===== src/rtl/conv_tile_scheduler_if.sv =====
// Engine-side bundle of the conv tile scheduler: per-job addresses/config and the
// op_start/end_conv handshake plus OFM write-buffer drain status.
interface conv_tile_scheduler_if #(
    parameter int ADDR_W = 64
);
    logic              op_start;
    logic [ADDR_W-1:0] ifm_addr_base;
    logic [ADDR_W-1:0] wgt_addr_base;
    logic [ADDR_W-1:0] ofm_addr_base;
    logic [1:0]        eng_cfg_ci;
    logic [1:0]        eng_cfg_co;
    logic              end_conv;
    logic              write_buffer_wait;

    modport master (
        output op_start,
        output ifm_addr_base,
        output wgt_addr_base,
        output ofm_addr_base,
        output eng_cfg_ci,
        output eng_cfg_co,
        input  end_conv,
        input  write_buffer_wait
    );

    modport slave (
        input  op_start,
        input  ifm_addr_base,
        input  wgt_addr_base,
        input  ofm_addr_base,
        input  eng_cfg_ci,
        input  eng_cfg_co,
        output end_conv,
        output write_buffer_wait
    );
endinterface


===== src/rtl/conv_tile_scheduler.sv =====
// Layer sequencer: tiles (outer) x output-channel groups (inner), one engine job each.
// op_start 2 cycles after ap_start; stalls on end_conv / write_buffer_wait. Watchdog: CONV_TILE_SCHED_WDOG_EN.
module conv_tile_scheduler #(
    parameter int CNT_W  = 16,
    parameter int ADDR_W = 64,
    parameter int WDOG_W = 32
) (
    input  logic                 clk,
    input  logic                 rst_n,
    input  logic                 ap_start,
    input  logic [CNT_W-1:0]     cfg_num_tiles,
    input  logic [CNT_W-1:0]     cfg_num_cog,
    input  logic [ADDR_W-1:0]    cfg_ifm_base,
    input  logic [ADDR_W-1:0]    cfg_wgt_base,
    input  logic [ADDR_W-1:0]    cfg_ofm_base,
    input  logic [ADDR_W-1:0]    cfg_ifm_stride,
    input  logic [ADDR_W-1:0]    cfg_wgt_stride,
    input  logic [ADDR_W-1:0]    cfg_ofm_stride,
    input  logic [1:0]           cfg_ci,
    input  logic [1:0]           cfg_co,
    input  logic [WDOG_W-1:0]    cfg_wdog_limit,
    conv_tile_scheduler_if.master eng,
    output logic                 busy,
    output logic                 done,
    output logic                 wdog_err,
    output logic [2*CNT_W-1:0]   job_idx
);

    typedef enum logic [2:0] {
        S_IDLE,
        S_LOAD,
        S_START,
        S_RUN,
        S_DRAIN,
        S_NEXT,
        S_FIN
    } state_t;

    state_t            state_q, state_d;
    logic [CNT_W-1:0]  t_q, t_d;
    logic [CNT_W-1:0]  g_q, g_d;
    logic [CNT_W-1:0]  num_tiles_q, num_tiles_d;
    logic [CNT_W-1:0]  num_cog_q, num_cog_d;
    logic [ADDR_W-1:0] wgt_base_q, wgt_base_d;
    logic [ADDR_W-1:0] ifm_stride_q, ifm_stride_d;
    logic [ADDR_W-1:0] wgt_stride_q, wgt_stride_d;
    logic [ADDR_W-1:0] ofm_stride_q, ofm_stride_d;
    logic [ADDR_W-1:0] ifm_addr_q, ifm_addr_d;
    logic [ADDR_W-1:0] wgt_addr_q, wgt_addr_d;
    logic [ADDR_W-1:0] ofm_addr_q, ofm_addr_d;
    logic [1:0]        ci_q, ci_d;
    logic [1:0]        co_q, co_d;
    logic [CNT_W-1:0]  last_tile;
    logic [CNT_W-1:0]  last_cog;

`ifdef CONV_TILE_SCHED_WDOG_EN
    logic [WDOG_W-1:0] wdog_cnt_q, wdog_cnt_d;
    logic [WDOG_W-1:0] wdog_lim_q, wdog_lim_d;
    logic              wdog_err_q, wdog_err_d;
`else
    logic              unused_wdog_limit;
    assign unused_wdog_limit = ^cfg_wdog_limit;
`endif

    // Only meaningful once LOAD has ruled out zero counts.
    assign last_tile = num_tiles_q - CNT_W'(1);
    assign last_cog  = num_cog_q - CNT_W'(1);

    always_comb begin
        state_d      = state_q;
        t_d          = t_q;
        g_d          = g_q;
        num_tiles_d  = num_tiles_q;
        num_cog_d    = num_cog_q;
        wgt_base_d   = wgt_base_q;
        ifm_stride_d = ifm_stride_q;
        wgt_stride_d = wgt_stride_q;
        ofm_stride_d = ofm_stride_q;
        ifm_addr_d   = ifm_addr_q;
        wgt_addr_d   = wgt_addr_q;
        ofm_addr_d   = ofm_addr_q;
        ci_d         = ci_q;
        co_d         = co_q;
`ifdef CONV_TILE_SCHED_WDOG_EN
        wdog_cnt_d   = wdog_cnt_q;
        wdog_lim_d   = wdog_lim_q;
        wdog_err_d   = wdog_err_q;
`endif

        case (state_q)
            S_IDLE: begin
                if (ap_start) begin
                    state_d      = S_LOAD;
                    num_tiles_d  = cfg_num_tiles;
                    num_cog_d    = cfg_num_cog;
                    wgt_base_d   = cfg_wgt_base;
                    ifm_stride_d = cfg_ifm_stride;
                    wgt_stride_d = cfg_wgt_stride;
                    ofm_stride_d = cfg_ofm_stride;
                    ifm_addr_d   = cfg_ifm_base;
                    wgt_addr_d   = cfg_wgt_base;
                    ofm_addr_d   = cfg_ofm_base;
                    ci_d         = cfg_ci;
                    co_d         = cfg_co;
                    t_d          = '0;
                    g_d          = '0;
`ifdef CONV_TILE_SCHED_WDOG_EN
                    wdog_lim_d   = cfg_wdog_limit;
                    wdog_err_d   = 1'b0;
`endif
                end
            end
            S_LOAD: begin
                if (num_tiles_q == '0 || num_cog_q == '0) begin
                    state_d = S_FIN;
                end else begin
                    state_d = S_START;
                end
            end
            S_START: begin
                state_d = S_RUN;
            end
            S_RUN: begin
                if (eng.end_conv) begin
                    state_d = S_DRAIN;
                end
            end
            S_DRAIN: begin
                if (!eng.write_buffer_wait) begin
                    state_d = S_NEXT;
                end
            end
            S_NEXT: begin
                ofm_addr_d = ofm_addr_q + ofm_stride_q;
                if (g_q != last_cog) begin
                    g_d        = g_q + CNT_W'(1);
                    wgt_addr_d = wgt_addr_q + wgt_stride_q;
                    state_d    = S_START;
                end else if (t_q != last_tile) begin
                    t_d        = t_q + CNT_W'(1);
                    g_d        = '0;
                    wgt_addr_d = wgt_base_q;
                    ifm_addr_d = ifm_addr_q + ifm_stride_q;
                    state_d    = S_START;
                end else begin
                    state_d = S_FIN;
                end
            end
            S_FIN: begin
                state_d = S_IDLE;
            end
            default: begin
                state_d = S_IDLE;
            end
        endcase

`ifdef CONV_TILE_SCHED_WDOG_EN
        // A hung job aborts the whole layer; done still pulses so the host is released.
        if (state_q == S_RUN || state_q == S_DRAIN) begin
            wdog_cnt_d = wdog_cnt_q + WDOG_W'(1);
            if (wdog_lim_q != '0 && wdog_cnt_d >= wdog_lim_q) begin
                wdog_err_d = 1'b1;
                state_d    = S_FIN;
            end
        end
        if (state_d == S_START) begin
            wdog_cnt_d = '0;
        end
`endif
    end

    always_ff @(posedge clk or negedge rst_n) begin
        if (!rst_n) begin
            state_q      <= S_IDLE;
            t_q          <= '0;
            g_q          <= '0;
            num_tiles_q  <= '0;
            num_cog_q    <= '0;
            wgt_base_q   <= '0;
            ifm_stride_q <= '0;
            wgt_stride_q <= '0;
            ofm_stride_q <= '0;
            ifm_addr_q   <= '0;
            wgt_addr_q   <= '0;
            ofm_addr_q   <= '0;
            ci_q         <= '0;
            co_q         <= '0;
        end else begin
            state_q      <= state_d;
            t_q          <= t_d;
            g_q          <= g_d;
            num_tiles_q  <= num_tiles_d;
            num_cog_q    <= num_cog_d;
            wgt_base_q   <= wgt_base_d;
            ifm_stride_q <= ifm_stride_d;
            wgt_stride_q <= wgt_stride_d;
            ofm_stride_q <= ofm_stride_d;
            ifm_addr_q   <= ifm_addr_d;
            wgt_addr_q   <= wgt_addr_d;
            ofm_addr_q   <= ofm_addr_d;
            ci_q         <= ci_d;
            co_q         <= co_d;
        end
    end

`ifdef CONV_TILE_SCHED_WDOG_EN
    always_ff @(posedge clk or negedge rst_n) begin
        if (!rst_n) begin
            wdog_cnt_q <= '0;
            wdog_lim_q <= '0;
            wdog_err_q <= 1'b0;
        end else begin
            wdog_cnt_q <= wdog_cnt_d;
            wdog_lim_q <= wdog_lim_d;
            wdog_err_q <= wdog_err_d;
        end
    end

    assign wdog_err = wdog_err_q;
`else
    assign wdog_err = 1'b0;
`endif

    assign eng.op_start      = (state_q == S_START);
    assign eng.ifm_addr_base = ifm_addr_q;
    assign eng.wgt_addr_base = wgt_addr_q;
    assign eng.ofm_addr_base = ofm_addr_q;
    assign eng.eng_cfg_ci    = ci_q;
    assign eng.eng_cfg_co    = co_q;

    assign busy    = (state_q != S_IDLE);
    assign done    = (state_q == S_FIN);
    assign job_idx = {t_q, g_q};

endmodule

===== src/flat_wrapper.sv =====
// flat-port wrapper written by rule: the top's interface ports become plain ports
module conv_tile_scheduler_flat 
#(
    parameter int CNT_W  = 16,
    parameter int ADDR_W = 64,
    parameter int WDOG_W = 32
)
  (clk, rst_n, ap_start, cfg_num_tiles, cfg_num_cog, cfg_ifm_base, cfg_wgt_base, cfg_ofm_base, cfg_ifm_stride, cfg_wgt_stride, cfg_ofm_stride, cfg_ci, cfg_co, cfg_wdog_limit, busy, done, wdog_err, job_idx, eng_op_start, eng_ifm_addr_base, eng_wgt_addr_base, eng_ofm_addr_base, eng_eng_cfg_ci, eng_eng_cfg_co, eng_end_conv, eng_write_buffer_wait);
  conv_tile_scheduler_if #(.ADDR_W(ADDR_W)) eng_i ();
  input  logic clk;
  input  logic rst_n;
  input  logic ap_start;
  input  logic [CNT_W-1:0] cfg_num_tiles;
  input  logic [CNT_W-1:0] cfg_num_cog;
  input  logic [ADDR_W-1:0] cfg_ifm_base;
  input  logic [ADDR_W-1:0] cfg_wgt_base;
  input  logic [ADDR_W-1:0] cfg_ofm_base;
  input  logic [ADDR_W-1:0] cfg_ifm_stride;
  input  logic [ADDR_W-1:0] cfg_wgt_stride;
  input  logic [ADDR_W-1:0] cfg_ofm_stride;
  input  logic [1:0] cfg_ci;
  input  logic [1:0] cfg_co;
  input  logic [WDOG_W-1:0] cfg_wdog_limit;
  output logic busy;
  output logic done;
  output logic wdog_err;
  output logic [2*CNT_W-1:0] job_idx;
  output wire logic [$bits(eng_i.op_start)-1:0] eng_op_start;
  output wire logic [$bits(eng_i.ifm_addr_base)-1:0] eng_ifm_addr_base;
  output wire logic [$bits(eng_i.wgt_addr_base)-1:0] eng_wgt_addr_base;
  output wire logic [$bits(eng_i.ofm_addr_base)-1:0] eng_ofm_addr_base;
  output wire logic [$bits(eng_i.eng_cfg_ci)-1:0] eng_eng_cfg_ci;
  output wire logic [$bits(eng_i.eng_cfg_co)-1:0] eng_eng_cfg_co;
  input wire logic [$bits(eng_i.end_conv)-1:0] eng_end_conv;
  input wire logic [$bits(eng_i.write_buffer_wait)-1:0] eng_write_buffer_wait;
  assign eng_op_start = eng_i.op_start;
  assign eng_ifm_addr_base = eng_i.ifm_addr_base;
  assign eng_wgt_addr_base = eng_i.wgt_addr_base;
  assign eng_ofm_addr_base = eng_i.ofm_addr_base;
  assign eng_eng_cfg_ci = eng_i.eng_cfg_ci;
  assign eng_eng_cfg_co = eng_i.eng_cfg_co;
  assign eng_i.end_conv = eng_end_conv;
  assign eng_i.write_buffer_wait = eng_write_buffer_wait;
  conv_tile_scheduler #(.CNT_W(CNT_W), .ADDR_W(ADDR_W), .WDOG_W(WDOG_W)) u_core (.clk(clk), .rst_n(rst_n), .ap_start(ap_start), .cfg_num_tiles(cfg_num_tiles), .cfg_num_cog(cfg_num_cog), .cfg_ifm_base(cfg_ifm_base), .cfg_wgt_base(cfg_wgt_base), .cfg_ofm_base(cfg_ofm_base), .cfg_ifm_stride(cfg_ifm_stride), .cfg_wgt_stride(cfg_wgt_stride), .cfg_ofm_stride(cfg_ofm_stride), .cfg_ci(cfg_ci), .cfg_co(cfg_co), .cfg_wdog_limit(cfg_wdog_limit), .eng(eng_i), .busy(busy), .done(done), .wdog_err(wdog_err), .job_idx(job_idx));
endmodule

===== config.mk =====
export PLATFORM = sky130hd
export DESIGN_NAME = conv_tile_scheduler_flat
export DESIGN_NICKNAME = d
export VERILOG_FILES = /design/src/rtl/conv_tile_scheduler_if.sv /design/src/rtl/conv_tile_scheduler.sv /design/src/flat_wrapper.sv
export SDC_FILE = /design/constraint.sdc
export NUM_CORES = 2
export LEC_CHECK = 0
export CORE_MARGIN = 1.5
export CORE_UTILIZATION = 30
export CTS_CLUSTER_DIAMETER = 60
export CTS_CLUSTER_SIZE = 12
export DETAILED_ROUTE_END_ITERATION = 8
export HOLD_SLACK_MARGIN = 0.05
export PLACE_DENSITY = 0.63
export SYNTH_ARGS = -nofsm -noshare
export SYNTH_HDL_FRONTEND = slang
export SYNTH_SLANG_ARGS = --single-unit

===== constraint.sdc =====
create_clock -name clk -period 4.71 [get_ports clk]
set_input_delay 1.413 -clock clk [delete_from_list [all_inputs] [get_ports clk]]
set_output_delay 1.413 -clock clk [all_outputs]
set_load 0.01 [all_outputs]

### Word-level counts from Yosys, hierarchy flattened

Cells that the tools add are included.

| word-level totals | value |
|---|---|
| register bits after elaboration | 519 |
| output and inout bits | 232 |
| word-level logic and storage cells | 70 |

| operators by class | value |
|---|---|
| add/sub/neg operators | 7 |
| equality and inequality tests | 14 |
| mux-type cells | 24 |
| reduce and logical (&&, ||, !) cells | 11 |

Operators with widths:

| cell | number |
|---|---|
| $mux 64 | 7 |
| $pmux 64 s2 | 3 |
| $add 64x64->64 | 3 |
| $mux 16 | 5 |
| $pmux 16 s2 | 2 |
| $add 16x1->16 const B | 2 |
| $logic_not 16->1 | 2 |
| $ne 16x16->1 | 2 |
| $sub 16x1->16 const B | 2 |
| $mux 3 | 6 |
| $pmux 3 s6 | 1 |
| $eq 3x3->1 const B | 3 |
| $ne 2x2->1 const B | 4 |
| $eq 3x2->1 const B | 2 |
| $reduce_and 3->1 | 2 |
| $reduce_and 2->1 | 2 |
| $reduce_and 4->1 | 1 |
| $eq 3x1->1 const B | 1 |
| $logic_not 3->1 | 1 |
| $ne 3x1->1 const B | 1 |
| $reduce_bool 3->1 | 1 |
| $ne 2x1->1 const B | 1 |
| $reduce_bool 2->1 | 1 |
| $logic_or 1x1->1 | 1 |

### Depth between registers and ports, before layout

| logic depth | value |
|---|---|
| depth in word-level cells | 5 |
| gate-level depth with buffers | 16 |

### Worst setup path after synthesis

Ideal clock, no wire load.

| timing | value |
|---|---|
| path type | register -> register |
| start point | reg u_core.wgt_addr_q[0], in the netlist u_core.eng.wgt_addr_base[0] |
| end point | reg u_core.wgt_addr_q[62], in the netlist u_core.eng.wgt_addr_base[62] |
| setup time | 0.129 ns |
| arrival | 3.618 ns |
| required time | 4.581 ns |
| path slack | 0.963 ns |
| stages on the path, launching flop included | 17 |
| path buffers | 0 |
| clock period less this slack | 3.747 ns |
| path through | dfrtp_1 ha_1 inv_1 fa_1 nand2b_1 a21oi_1 o21ai_0 nand4_1 a31oi_1 o31ai_2 a21oi_1 o21a_1 o41ai_1 a311oi_1 o31ai_1 xnor2_1 o21ai_1 |

| on the way | value |
|---|---|
| longest elaborated chain between the ends | 3 |

RTL lines:

| what | RTL line | source |
|---|---|---|
| from (decl) | conv_tile_scheduler.sv:49 | `logic [ADDR_W-1:0] wgt_addr_q, wgt_addr_d;` |
| from (signal assigned) | conv_tile_scheduler.sv:199 | `wgt_addr_q <= wgt_addr_d;` |
| $add 64x64->64 | conv_tile_scheduler.sv:137 | `wgt_addr_d = wgt_addr_q + wgt_stride_q;` |
| $mux 64 | conv_tile_scheduler.sv:135 | `if (g_q != last_cog) begin` |
| $pmux 64 s2 | conv_tile_scheduler.sv:90 | `case (state_q)` |

No other way between the ends.
A chain may end at the register's enable or synchronous reset.

### Worst setup path after layout

| timing | value |
|---|---|
| start point | reg u_core.ofm_addr_q[0], in the netlist u_core.eng.ofm_addr_base[0] |
| end point | reg u_core.ofm_addr_q[62], in the netlist u_core.eng.ofm_addr_base[62] |

| on the way | value |
|---|---|
| longest elaborated chain between the ends | 2 |

RTL lines:

| what | RTL line | source |
|---|---|---|
| from (decl) | conv_tile_scheduler.sv:50 | `logic [ADDR_W-1:0] ofm_addr_q, ofm_addr_d;` |
| from (signal assigned) | conv_tile_scheduler.sv:200 | `ofm_addr_q <= ofm_addr_d;` |
| $add 64x64->64 | conv_tile_scheduler.sv:134 | `ofm_addr_d = ofm_addr_q + ofm_stride_q;` |
| $pmux 64 s2 | conv_tile_scheduler.sv:90 |  |

No other way between the ends.

==> summary by stage <==
Status
The run finished with clean final reports.

Synthesis
The mean instance size in the synthesized netlist is 7.965 um^2. The part of the Yosys area used for sequential elements is 0.3920. The distinct cell type count of the synthesized netlist is 87. The count of warnings emitted by yosys is 0. The share of synthesized registers carrying an async set or reset is 1.000. The register bit count reported by yosys is 519. The count of mapped cells out of synthesis is 4,160. The mapped netlist covers 33,130 um^2. In this run, synthesis inferred 0 flip-flops with an integrated enable. The net count of the mapped netlist is 4,813.

The most instantiated flip-flop cell in the synthesis netlist is dfrtp_1.

Detailed routing
In the routed layout, each cell is associated on average with a via count of 5.194. The routed via count is 32,546. The initial detailed-routing violation count is 2,380. The remaining routing DRC violations is 0.

The final routed wirelength across all metal layers is 131.3 mm. The detail route stage leaves a number of antenna-violating nets equal to 0. The number of search-and-repair iterations in the first detailed-routing pass is 6. The detailed-route wire length per cell is 20.96 um.

Timing
For the final database, setup skew stands at 0.02819 ns. The final critical delay including setup and external delays is 4.406 ns. Setup repair after global routing could not meet its margin everywhere.

The number of pins with negative max-slew slack in the final report is 0. Of the available clock period, the critical path in the final layout requires 0.9356. Timing would allow up to 0.2269 GHz. The worst slew margin relative to its limit is 0.2442. Setup violations remaining at the end of the flow were counted as 0.

The number of endpoints with negative hold slack in the final report was 0. The worst-margin pin slew is 1.134 ns.

Final layout
The most common library cell in the layout ignoring fill and taps is nand2_1. Of the cells placed in the final design, the portion with a size suffix greater than 1 is 0.04987. Once layout is done, the placed cells without fillers occupy 43,840 um^2. From synthesis to final layout, the design area changed by 32.31%.

The sequential cell area is 12,990 um^2. The area of the multi-input gates is 19,090 um^2. The number of inserted filler cells in the final layout is 10,986. The count of non-filler cells in the finished layout is 6,266.

The top cell types in the final layout, fill and taps aside, are nand2_1 (1,208), clkdlybuf4s50_1 (654), dfrtp_1 (519). The count of nets after finishing is 5,378.

Clock network
TritonCTS built the clock tree. The H-tree was split into 3 levels. The clock transition time at the flip-flop clock pins of the worst setup and hold paths is 0.06 ns. The tree is rooted in a clkbuf_16. The later pin in the worst-skew pair is clocked with a latency of 0.65 ns. Hold repair after CTS inserted 0 buffers. The number of clock sinks is 519. The number of clock buffers inserted by TritonCTS is 71. In this run the deepest clock path goes through 3 buffers. The number of setup buffers added after CTS is 0.

Worst hold path
The class of the worst hold path is reg2reg. The instance count along the most critical hold path is 2. The startpoint identified for the worst hold timing path is u_core.wgt_base_q[29].

The path with the worst hold slack has its endpoint at u_core.wgt_base_q[29].

Critical path
The data arrival at the endpoint of the critical path is 4.93 ns. Data on the critical path is required at its endpoint by 5.24 ns. The worst setup path is captured at a register.

The critical path is of the reg2reg type. The largest fanout on the critical path is 5. The startpoint identified for the worst register-to-register timing path is u_core.eng.ofm_addr_base[0].

The number of cells on the worst reg-to-reg path is 19. In this run the register-to-register setup slack is 0.30 ns. The worst register-to-register path ends at u_core.eng.ofm_addr_base[62]. STA classifies the critical path startpoint as a register.

Power
The cell-internal power is 18.60 mW. Summed over all cells, the static leakage comes to 20.02 nW. The share of total power dissipated in sequential elements is 0.242. IR analysis of the VDD net gives a maximum drop of 400.3 uV. In this run the power spent charging and discharging nets is 16.06 mW.

Of the total power, combinational logic draws 0.599. Of the total power, the share spent switching nets is 0.4634. Dividing total power by cell area gives a power density of 790.7 nW/um^2. The share of total power dissipated in the clock network is 0.159.

Placement
Counting tap cells, the placed design contains a total of 6,126 instances. The global placer's final weighted congestion is 0.9196. The detailed placer's ending HPWL is 98.47 mm. The count of input and output buffers is 655. After detailed placement, the total cell area comes to 41,380 um^2.

Die
689 I/O pins were placed. The core outline area is 109,200 um^2. The floorplan step defined a die boundary enclosing 112,500 um^2. From left edge to right edge, the die measures 335.3 um.

Measured along the y axis, the die boundary spans 335.3 um. The floorplan row count is 121. For this configuration, the core starts out at a cell density of 0.3035.

Global route
The overflow left after global routing is 0. Entering global routing, the biggest net connects 119 pins. The number of antenna violations at the first check in global routing is 26. The via count of the first global-routing pass is 31,785.

The global routing usage summed across all routing layers is 0.2268. The first global-routing pass estimated 196.6 mm of wire.

Job
Across the run, the number of max-cap violations was 0.
[worst max-delay path by stage]
stage | startpoint | to | slack [ns]
after floorplan | u_core.eng.wgt_addr_base[0] | u_core.eng.wgt_addr_base[62] | 0.96
after CTS | u_core.eng.ifm_addr_base[0] | u_core.eng.ifm_addr_base[62] | 0.06
after global placement | u_core.eng.ifm_addr_base[0] | u_core.eng.ifm_addr_base[62] | -0.06
after detailed placement | u_core.eng.ifm_addr_base[0] | u_core.eng.ifm_addr_base[62] | -0.09
after global routing | u_core.num_tiles_q[0] | u_core.eng.ifm_addr_base[18] | -0.006
final | u_core.eng.ofm_addr_base[0] | u_core.eng.ofm_addr_base[62] | 0.30
[stage by stage]
| stage | setup TNS, ns | utilization | worst slack, ns | hold WS, ns | power (mW) |
|---|---|---|---|---|---|
| global placement | -0.05559 | 0.3791 | -0.05559 | 0.4558 | 28.65 |
| CTS | 0 | 0.4006 | 0.06242 | 0.4771 | 34.58 |
| finish | 0 | 0.4016 | 0.3036 | 0.4744 | 34.66 |
| floorplan | 0 | - | 0.9625 | 0.4401 | 21.74 |
| detailed placement | -0.1764 | 0.3791 | -0.09265 | 0.4622 | 28.78 |
| global route | -0.005854 | 0.4016 | -0.005854 | 0.4937 | 37.38 |
[cell type report]
class / instances / share of cell area
multi-input combinational: 3340 / 0.4355
clock inverter: 36 / 0.009418
sequential: 519 / 0.2963
clock buffer: 84 / 0.04378
tap: 1476 / 0.04213
antenna: 18 / 0.001027
inverter: 63 / 0.005394
timing repair buffer: 730 / 0.1665
[cell usage after synthesis (49+ instances only)]
| cell type | n | area (um^2) |
|---|---|---|
| a21o_1 | 127 | 953.4 |
| a21oi_1 | 298 | 1491 |
| a31oi_1 | 81 | 506.7 |
| clkbuf_1 | 191 | 716.9 |
| dfrtp_1 | 519 | 12990 |
| ha_1 | 193 | 2415 |
| inv_1 | 63 | 236.5 |
| nand2_1 | 1209 | 4538 |
| nand3_1 | 75 | 375.4 |
| nand4_1 | 49 | 306.5 |
| nor2_1 | 294 | 1104 |
| o21ai_0 | 241 | 1206 |
| xnor2_1 | 142 | 1244 |
| xor2_1 | 94 | 823.3 |
[cells by family after synthesis]
kind of cell / after synthesis / share of synthesized area
XOR/XNOR: 236 / 0.06238
AND/OR/NAND/NOR: 1831 / 0.2314
flip-flops: 519 / 0.3920
buffers and inverters: 303 / 0.03534
adder cells (fa/ha/maj): 196 / 0.07469
multiplexers: 20 / 0.006495
other: 1 / 0.0001132
AO/OA/AOI/OAI: 1054 / 0.1976
[critical path: stages (launching register included)]
cell and delay, ns:
dfrtp_1 0.37, ha_1 0.22, inv_1 0.07, fa_1 0.40, nor2b_1 0.19, o31a_1 0.26, o311a_1 0.24, o2111ai_1 0.18
a2111oi_2 0.49, buf_4 0.18, o21ai_0 0.06, buf_4 0.16, a31oi_2 0.21, a311oi_2 0.18, o21ai_1 0.19, buf_4 0.18
nor2_1 0.06, nor4_2 0.31, nor4b_1 0.09, a311oi_1 0.25
[sequential cells by signal, summed over array words and instances, names as in the netlist]
| name | count |
|---|---|
| u_core.eng.ofm_addr_base | 64 |
| u_core.g_q | 16 |
| u_core.wgt_base_q | 64 |
| u_core.eng.ifm_addr_base | 64 |
| u_core.ofm_stride_q | 64 |
| u_core.eng.eng_cfg_co | 2 |
| u_core.eng.wgt_addr_base | 64 |
| u_core.state_q | 3 |
| u_core.t_q | 16 |
| u_core.num_tiles_q | 16 |
| u_core.eng.eng_cfg_ci | 2 |
| u_core.num_cog_q | 16 |
| u_core.wgt_stride_q | 64 |
| u_core.ifm_stride_q | 64 |
[per-layer routing]
metal | part of all wire | global-route usage | vias to the layer above
met4 | 0.034 | 0.08511 | 10
met3 | 0.067 | 0.04603 | 214
met5 | 0.00048 | 0 | -
met1 | 0.44 | 0.3023 | 15746
li1 | - | - | 15527
met2 | 0.46 | 0.3609 | 1049
[power groups by stage]
stage | clock network, mW | logic (mW) | registers (mW)
after floorplan | 0 | 13.7 | 8.06
after global placement | 0 | 20.3 | 8.36
after detailed placement | 0 | 20.4 | 8.39
after CTS | 5.65 | 20.6 | 8.35
after global routing | 5.80 | 23.0 | 8.61
final | 5.51 | 20.8 | 8.38
[repair_timing]
| item | in CTS | in global routing |
|---|---|---|
| hold endpoints to repair | 0 | 0 |
| pin swaps | 1 | 4 |
| gates resized for setup | 3 | 11 |
| endpoints found under the setup margin | 3 | 17 |
| cloned | 0 | 2 |
Note: power is estimated with default switching activity, not from simulation.
